<file path="config.mk">
export PLATFORM = sky130hd
export DESIGN_NAME = vga_fb_arbiter
export DESIGN_NICKNAME = d
export VERILOG_FILES = /design/src/rtl/vga_fb_arbiter.sv
export SDC_FILE = /design/constraint.sdc
export NUM_CORES = 1
export LEC_CHECK = 0
export ABC_AREA = 1
export ABC_CLOCK_PERIOD_IN_PS = 3200
export CORE_MARGIN = 8
export CORE_UTILIZATION = 29
export CTS_CLUSTER_SIZE = 28
export DETAILED_ROUTE_END_ITERATION = 6
export GPL_TIMING_DRIVEN = 0
export HOLD_SLACK_MARGIN = 0.08
export PLACE_DENSITY = 0.61
export SYNTH_ARGS = -nofsm -noshare
export SYNTH_HDL_FRONTEND = slang
export SYNTH_SLANG_ARGS = --single-unit
</file>
<file path="constraint.sdc">
create_clock -name clk_i -period 3.2 [get_ports clk_i]
set_clock_uncertainty 0.2 [all_clocks]
set_input_delay 0.32 -clock clk_i [delete_from_list [all_inputs] [get_ports clk_i]]
set_output_delay 0.32 -clock clk_i [all_outputs]
set_load 0.05 [all_outputs]
</file>
<file path="src/rtl/vga_fb_arbiter.sv">
`default_nettype none
// ============================================================================
// Module      : vga_fb_arbiter
// Description : Arbitrates one single-port synchronous framebuffer RAM between
//               the VGA scanout line fetcher (fixed-length read bursts, strict
//               priority) and a valid/ready single-beat pixel writer.
// Revision    : 1.0 - initial release
// ============================================================================
module vga_fb_arbiter #(
    parameter int ADDR_W = 16,
    parameter int DATA_W = 12,
    parameter int BURST  = 8
) (
    input  logic              clk_i,
    input  logic              rst_i,
    // scanout fetcher
    input  logic              rd_req_i,
    input  logic [ADDR_W-1:0] rd_addr_i,
    output logic              rd_ack_o,
    output logic [DATA_W-1:0] rd_data_o,
    output logic              rd_valid_o,
    output logic              rd_done_o,
    // pixel writer
    input  logic              wr_valid_i,
    input  logic [ADDR_W-1:0] wr_addr_i,
    input  logic [DATA_W-1:0] wr_data_i,
    output logic              wr_ready_o,
    // framebuffer RAM
    output logic              ram_en_o,
    output logic              ram_we_o,
    output logic [ADDR_W-1:0] ram_addr_o,
    output logic [DATA_W-1:0] ram_wdata_o,
    input  logic [DATA_W-1:0] ram_rdata_i
);

    localparam int                c_BEAT_W    = (BURST > 1) ? $clog2(BURST) : 1;
    localparam logic [c_BEAT_W-1:0] c_LAST_BEAT = c_BEAT_W'(BURST - 1);

    localparam logic [1:0] S_IDLE  = 2'd0;
    localparam logic [1:0] S_BURST = 2'd1;
    localparam logic [1:0] S_DRAIN = 2'd2;

    logic [1:0]          r_state;
    logic [ADDR_W-1:0]   r_base;
    logic [c_BEAT_W-1:0] r_beat;
    logic                r_ack;
    logic                r_done;
    logic                r_valid;

    logic                w_wr_ready;
    logic                w_wr_fire;
    logic                w_rd_fire;

    // RAM strobes are decoded from the current state; reset masks any access
    // in the same cycle so a handshake coinciding with reset never commits.
    always_comb begin
        w_wr_ready  = (r_state == S_IDLE) && !rd_req_i;
        w_wr_fire   = w_wr_ready && wr_valid_i && !rst_i;
        w_rd_fire   = (r_state == S_BURST) && !rst_i;
        ram_en_o    = w_wr_fire || w_rd_fire;
        ram_we_o    = w_wr_fire;
        ram_addr_o  = '0;
        ram_wdata_o = '0;
        if (w_rd_fire) begin
            ram_addr_o = r_base + ADDR_W'(r_beat);
        end else if (w_wr_fire) begin
            ram_addr_o  = wr_addr_i;
            ram_wdata_o = wr_data_i;
        end
    end

    // Burst sequencer: accept a fetch in IDLE, walk BURST addresses, then one
    // drain cycle while the last read beat returns.
    always_ff @(posedge clk_i) begin
        if (rst_i) begin
            r_state <= S_IDLE;
            r_base  <= '0;
            r_beat  <= '0;
            r_ack   <= 1'b0;
            r_done  <= 1'b0;
        end else begin
            r_ack  <= 1'b0;
            r_done <= 1'b0;
            case (r_state)
                S_IDLE: begin
                    if (rd_req_i) begin
                        r_base  <= rd_addr_i;
                        r_beat  <= '0;
                        r_ack   <= 1'b1;
                        r_state <= S_BURST;
                    end
                end
                S_BURST: begin
                    r_beat <= r_beat + 1'b1;
                    if (r_beat == c_LAST_BEAT) begin
                        r_done  <= 1'b1;
                        r_state <= S_DRAIN;
                    end
                end
                S_DRAIN: begin
                    r_state <= S_IDLE;
                end
                default: begin
                    r_state <= S_IDLE;
                end
            endcase
        end
    end

    // Read-return valid tracks each read strobe by one cycle, matching the
    // RAM's own output register; reset drops any beat still in flight.
    always_ff @(posedge clk_i) begin
        if (rst_i) begin
            r_valid <= 1'b0;
        end else begin
            r_valid <= ram_en_o && !ram_we_o;
        end
    end

    // The RAM output register is the data pipeline stage, so the pixel is
    // forwarded only while the registered valid is high and is zero otherwise.
    assign rd_data_o  = r_valid ? ram_rdata_i : '0;
    assign rd_valid_o = r_valid;
    assign rd_ack_o   = r_ack;
    assign rd_done_o  = r_done;
    assign wr_ready_o = w_wr_ready;

endmodule
`default_nettype wire
</file>
# Word level (Yosys, flattened, before mapping)

Index checks and enable logic that the tools add are counted.
Widths: inputs -> output; s select.

Logic and storage cells: 42
Register bits: 24
Bits of input ports: 60
Output and inout bits: 46

Reductions and logical operators: 16
Equal/unequal tests: 4
Multiplexer cells: 12
Add/subtract/negate cells: 2
Bitwise logic cells: 2

Operators by type and width:

| cell                | count |
|---|---|
| $mux 12             | 3 |
| $mux 16             | 2 |
| $add 16x3->16       | 1 |
| $pmux 3 s2          | 1 |
| $reduce_and 2->1    | 3 |
| $logic_and 1x1->1   | 5 |
| $mux 2              | 2 |
| $pmux 2 s2          | 1 |
| $reduce_or 2->1     | 2 |
| $add 3x1->3 const B | 1 |
| $eq 3x3->1 const B  | 1 |
| $logic_not 1->1     | 3 |
| $mux 3              | 1 |
| $eq 2x1->1 const B  | 1 |
| $logic_not 2->1     | 1 |
| $mux 1              | 2 |
| $ne 2x1->1 const B  | 1 |
| $ne 2x2->1 const B  | 1 |
| $not 1->1           | 2 |
| $reduce_bool 2->1   | 1 |
| $logic_or 1x1->1    | 1 |

# Depth between registers and ports, before layout

Gate-level depths: netlist of run 1.

Depth in word-level cells: 6
Depth in mapped cells: 10
Depth with buffers taken out: 10

# Least setup slack after synthesis of run 1

No wires, ideal clock.

Path type: reg-to-output
Start point: reg r_beat[0]
End point: out ram_addr_o[6]
Arrival: 2.343 ns
Slack: 0.337 ns
Stages on the path, launching flop included: 8
Path through: dfxtp_1 ha_1 fa_1 nand2_1 nand2_2 nand3_1 nand2_1 o21ai_0

Longest elaborated chain between the ends: 2

RTL lines:

| item                     | line | RTL |
|---|---|---|
| start: declaration       | 45   | `logic [c_BEAT_W-1:0] r_beat;` |
| start signal: assignment | 94   | `r_beat <= r_beat + 1'b1;` |
| $add 16x3->16            | 65   | `ram_addr_o = r_base + ADDR_W'(r_beat);` |
| $mux 16                  | 64   | `if (w_rd_fire) begin` |
| end: declaration         | 31   | `output logic [ADDR_W-1:0] ram_addr_o,` |

Every way passes these cells.

# Final worst setup path of run 1

Start point: reg r_base[2]
End point: out ram_addr_o[15]

Longest elaborated chain between the ends: 2

RTL lines:

| item                     | line | RTL |
|---|---|---|
| start: declaration       | 44   | `logic [ADDR_W-1:0] r_base;` |
| start signal: assignment | 87   | `r_base <= rd_addr_i;` |
| $add 16x3->16            | 65   |  |
| $mux 16                  | 64   |  |

Every way passes these cells.

==> flow_summary.toml, run 1 <==
[status]
outcome = "completed"

[detailed_routing]
dr.pass1.iters = 4
wl_per_cell_um = 12.1
drtIter0Drc = 60
antenna_left = 0
drc_errors = 0
vias = 2011
wirelength_mm = 5.67
viasPerCell = 4.31

[die]
die_x_um = 93.6
ioPinCount = 106
rows = 28
die_area_mm2 = 0.00876
start_util_pct = 29.7
coreArea_mm2 = 0.00589
die_h_um = 93.6

[synth]
yosysWarningCount = 0
yosysTopAreaCell = "dfxtp_1"
yosysSeqAreaShare_pct = 27.5
syn_area_mm2 = 0.00175
synthCells = 283
synth_area_per_cell_um2 = 6.17
synth.area.top_cells = "dfxtp_1 (28%), nand2_1 (17%), nor2_1 (10%)"
ys_seq_elements = 24
yosysUniqueCellTypes = 31
synth_top_area_share_pct = 27.5
syn-num-nets = 349

[clocking]
cts.sinks = 24
root_buffer = "clkbuf_8"
insertion_delay_ps = 260
cts_made_buffers = 3
clk_pin_slew_ps = 90
cts_tree = "yes"
cts.path.max_buffers = 2
htreeDepth = 1

[setup_path]
worstSetupPathType = "register to primary output"
cp.required_ps = 2680
r2r_slack_ps = 1790
end_kind = "primary output"
worstPathArrival_ps = 2490
critPathLaunchType = "register"
cp_max_fo = 6
timing.rr.end = "r_beat[2]"
r2r_cells = 6
r2r_start = "r_state[0]"

[sta]
finalCriticalPeriod_ps = 3010
setup_viol = 0
fmax_mhz = 332
worst_pin_slew_ps = 513
rsz0062_at_grt = "no"
setup-tns-final_ps = 0
period_share_pct = 94.1
relSlewSlack_pct = 65.7
slew_violations = 0
finalHoldViolCount = 0

[power_and_ir_drop]
powerDensity_mw_per_mm2 = 307
ir_drop_uv = 214
p_leak_nw = 1.46

[hold_path]
hold_class = "register to register"
min_to = "r_base[15]"
hold_start = "r_base[15]"
hold_path_depth = 2

[placement]
io_buffers = 105
place_congestion = 0.859
dp_hpwl_mm = 4.76

[finish]
fin_nets = 459
drive_above_1_share_pct = 8.16
postLayoutCoreUtil_pct = 50.1
syn2layout_area_growth_pct = 68.9
nFillCells = 614
n_antenna_cell = 0

[global_route]
antenna_found_initial = 0
grt_overflow_total = 0
grt_pass1_vias = 1849
grt.total_usage_pct = 12.4
grt_max_degree = 14
grt_pass1_wl_mm = 8.87

[flow_run]
drv_cap = 0
-- final cells by class --
class / instances / area (µm²) / area share (%)
Tap cell: 75 / 93.8 / 3.18
Multi-Input combinational cell: 205 / 1040 / 35.3
Sequential cell: 24 / 480 / 16.3
Inverter: 47 / 179 / 6.06
Clock buffer: 4 / 55.1 / 1.87
Buffer: 7 / 45.0 / 1.53
Timing Repair Buffer: 105 / 1050 / 35.8
-- synth_stat cells --
library cell and number:
nand3_2 1, dfxtp_1 24, nor2_8 1, inv_2 6, nand2_1 77, fa_1 1
o21ai_1 1, o22ai_1 1, or2_2 1, nand3b_1 1, buf_2 3, inv_4 1
ha_1 5, a22o_1 2, nor2_2 1, o211ai_1 1, o21bai_1 3, nor2_1 48
a21oi_1 9, o21ai_0 20, clkbuf_1 2, nand2_2 3, nand2_4 1, nand3_4 1
inv_1 40, xnor2_1 1, nand3_1 17, a22oi_1 2, o31ai_2 1, nor2_4 6
buf_6 2
-- layout by cell type, fill, tap and decap left out, types with 2 or more instances in the layout --
cell type	count
clkbuf_1	2
clkdlybuf4s50_1	99
nor2_1	48
dfxtp_1	24
o21bai_1	3
clkbuf_8	4
buf_2	3
nand3_1	17
nor2_4	6
buf_6	2
a22oi_1	2
inv_1	40
nand2_1	77
dlygate4sd2_1	3
inv_2	6
a21oi_1	9
dlymetal6s2s_1	3
o21ai_0	20
a22o_1	2
ha_1	5
nand2_2	3
-- metal layers --
layer  GRT usage, %  share of wire, %
met5              0                 0
met4           3.17              0.81
met3           2.16               7.3
met2           20.4                43
met1           16.2                49
-- critical path, stage by stage, from the launching register on --
cell	delay [ps]
dfxtp_1	340
ha_1	370
or2_2	300
nand2_2	130
nor2_4	60
nand3_1	80
nand3_1	80
nand2_1	60
clkdlybuf4s50_1	800
-- worst max path at each step --
stage          startpoint        endpoint  slack, ps  cells after the start
5_1_grt             rst_i   ram_addr_o[9]         50                      8
4_1_cts         r_beat[0]  ram_addr_o[12]         20                     10
2_1_floorplan   r_beat[0]   ram_addr_o[6]        340                      7
3_3_place_gp        rst_i   ram_addr_o[4]        190                      8
6_report        r_base[2]  ram_addr_o[15]        190                      8
3_5_place_dp        rst_i  ram_addr_o[13]        180                      8
-- per-stage QoR --
stage / cell area [µm²] / worst slack (ps) / hold slack, ps / power, mW / instances
floorplan: 1750 / 337 / 192 / 0.550 / 283
detailed placement: 2890 / 181 / 263 / 0.706 / 463
CTS: 2940 / 19.2 / 276 / 0.912 / 467
finish: 2950 / 189 / 278 / 0.905 / 467
global route: 2950 / 47.1 / 298 / 0.952 / 467
global placement: 2890 / 186 / 257 / 0.703 / 463
-- logic make-up after synthesis --
group	Yosys count	synth area share, %
compound gates	40	13.3
xor+xnor	1	0.502
fa+ha+maj	6	4.73
buf+inv	54	12.8
flops	24	27.5
simple gates	158	41.2
-- power breakdown --
group / switching, mW / total, mW / internal (mW) / leakage (nW)
logic: 0.199 / 0.348 / 0.149 / 1.23
registers: 0.0237 / 0.346 / 0.323 / 0.198
clock network: 0.100 / 0.210 / 0.110 / 0.0288
total: 0.323 / 0.905 / 0.582 / 1.46
-- repair_timing --
action | 4_1_cts | 5_1_grt
gates resized for setup | 3 | 3
setup buffers | 0 | 0
endpoints found under the setup margin | 3 | 3
hold buffers | 0 | 0
-- state kept, by name (all words and copies together), names as in the netlist --
signal      cells
r_base         16
rd_valid_o      1
r_beat          3
r_state         2
rd_ack_o        1
rd_done_o       1
No activity file was read; power rests on OpenSTA's default activity.
==> run 2: changes to the inputs <==
CORE_MARGIN = 4   (was 8)
CORE_UTILIZATION = 40   (was 29)
PLACE_DENSITY = 0.81   (was 0.61)
==> run 2 against run 1 <==
Against the previous run: core utilization up 21 points; cell count down 5.6%; critical path depth down 2; setup slack worse by 0.87 ps; count of clock-buffer cells in the layout down 1; combinational power about the same; first-iteration DRC count up 12%; sequential power about the same; total power down 3.5%; cell area down 1.1%; via count up 3.5%.
==> flow_summary.toml, run 2 (synthesis gave the netlist of run 1 again) <==
[setup_path]
r2r_slack_ps = 1800
cp_slowest_cell = "clkdlybuf4s50_1"
worstPathArrival_ps = 2490
end_kind = "primary output"
crit_start = "r_beat[0]"
critPathLaunchType = "register"
cpLargestDelayFamily = "buffers and inverters"
r2r_cells = 6
critPathBufInv = 2
critical_path.cell_chain = "ha_1 -> fa_1 -> nand2_1 -> inv_1 -> o31ai_2 -> clkdlybuf4s50_1"
timing.rr.end = "r_beat[1]"
r2r_start = "r_state[0]"
cp_max_fo = 4
cp.required_ps = 2680
worstSetupPathType = "register to primary output"
max_stage_delay_ps = 840

[placement]
io_buffers = 105
place_congestion = 0.842
dp_hpwl_mm = 4.38
placedCellCount = 438
place_ws_ps = 220
placed_area_mm2 = 0.00286

[finish]
drive_above_1_share_pct = 7.93
final_area_mm2 = 0.00292
multi_input_area_mm2 = 0.00104
reg_top3 = "r_base (16), r_beat (3), r_state (2)"
regMostFlops = "r_base"
postLayoutCoreUtil_pct = 70.9
syn2layout_area_growth_pct = 67.0
fin_cells = 441
seq_area_um2 = 480
layout_commonest_cell = "clkdlybuf4s50_1"
largest_reg_flops = 16
nFillCells = 343
fin_nets = 459
n_antenna_cell = 0
final_cell_mix = "clkdlybuf4s50_1 (99), nand2_1 (77), nor2_1 (48)"

[power_and_ir_drop]
power_mw = 0.873
p_leak_nw = 1.49
powerDensity_mw_per_mm2 = 299
ir_drop_uv = 250

[clocking]
cts.path.max_buffers = 2
root_buffer = "clkbuf_8"
cts.sinks = 24
htreeDepth = 1
insertion_delay_ps = 260
cts_tree = "yes"
cts.repair.resized = 0
cts_made_buffers = 3
cts_setup_buffers = 0
cts_hold_buf = 0
clk_pin_slew_ps = 80

[die]
die_x_um = 74.1
ioPinCount = 106
coreArea_mm2 = 0.00412
start_util_pct = 42.4
rows = 23
die_h_um = 74.1
die_area_mm2 = 0.00549

[detailed_routing]
wl_per_cell_um = 11.9
dr.pass1.iters = 4
drc_errors = 0
drtIter0Drc = 67
vias = 2081
wirelength_mm = 5.26
viasPerCell = 4.72
antenna_left = 0

[global_route]
grt_overflow_total = 0
grt_use_met3_pct = 2.43
grt.busiest_layer = "met2"
antenna_found_initial = 0
grt.total_usage_pct = 19.0
grt_util_met2_pct = 32.5
grt_pass1_vias = 1795
grt_max_degree = 13
grt_util_met1_pct = 25.0
grt_pass1_wl_mm = 8.40

[sta]
finalWorstSetupSlack_ps = 189
period_share_pct = 94.1
timing.hold.ws_ps = 274
worst_pin_slew_ps = 518
slew_violations = 0
setup-tns-final_ps = 0
rsz0062_at_grt = "no"
finalHoldViolCount = 0
setup_viol = 0
fmax_mhz = 332
finalCriticalPeriod_ps = 3010
relSlewSlack_pct = 65.3

[flow_run]
drv_cap = 0

[hold_path]
min_to = "r_base[15]"
hold_class = "register to register"
hold_path_depth = 2
hold_start = "r_base[15]"

[status]
outcome = "completed"
[run 2: worst max path at each step]
stage                                end  slack, ps  cells after the start
after floorplan            ram_addr_o[6]        340                      7
after global placement    ram_addr_o[13]        230                      8
after detailed placement  ram_addr_o[13]        220                      8
after CTS                  ram_addr_o[6]          7                      8
after global routing       ram_addr_o[2]         40                      6
final                      ram_addr_o[2]        190                      6
[run 2: final cells by class]
class | count | share of cell area, %
inverters | 47 | 6.13
well taps | 50 | 2.15
repair buffers | 105 | 36.6
clock buffers | 3 | 1.42
flip-flops and latches | 24 | 16.5
multi-input cells | 205 | 35.7
plain buffers | 7 | 1.54
[run 2: worst min-delay path: stages (launching register included)]
cell and delay [ps]:
dfxtp_1 320, inv_1 60, a21oi_1 60
[run 2: report_power, final]
group          internal, mW  switching [mW]
registers             0.323          0.0227
clock network        0.0841          0.0939
logic                 0.151           0.199
total                 0.557           0.316
[run 2: layer usage]
metal / vias to the layer above / part of all wire (%)
met5: - / 0
met4: 0 / 1.2
met3: 7 / 9.1
met2: 73 / 46
met1: 904 / 43
li1: 1097 / -
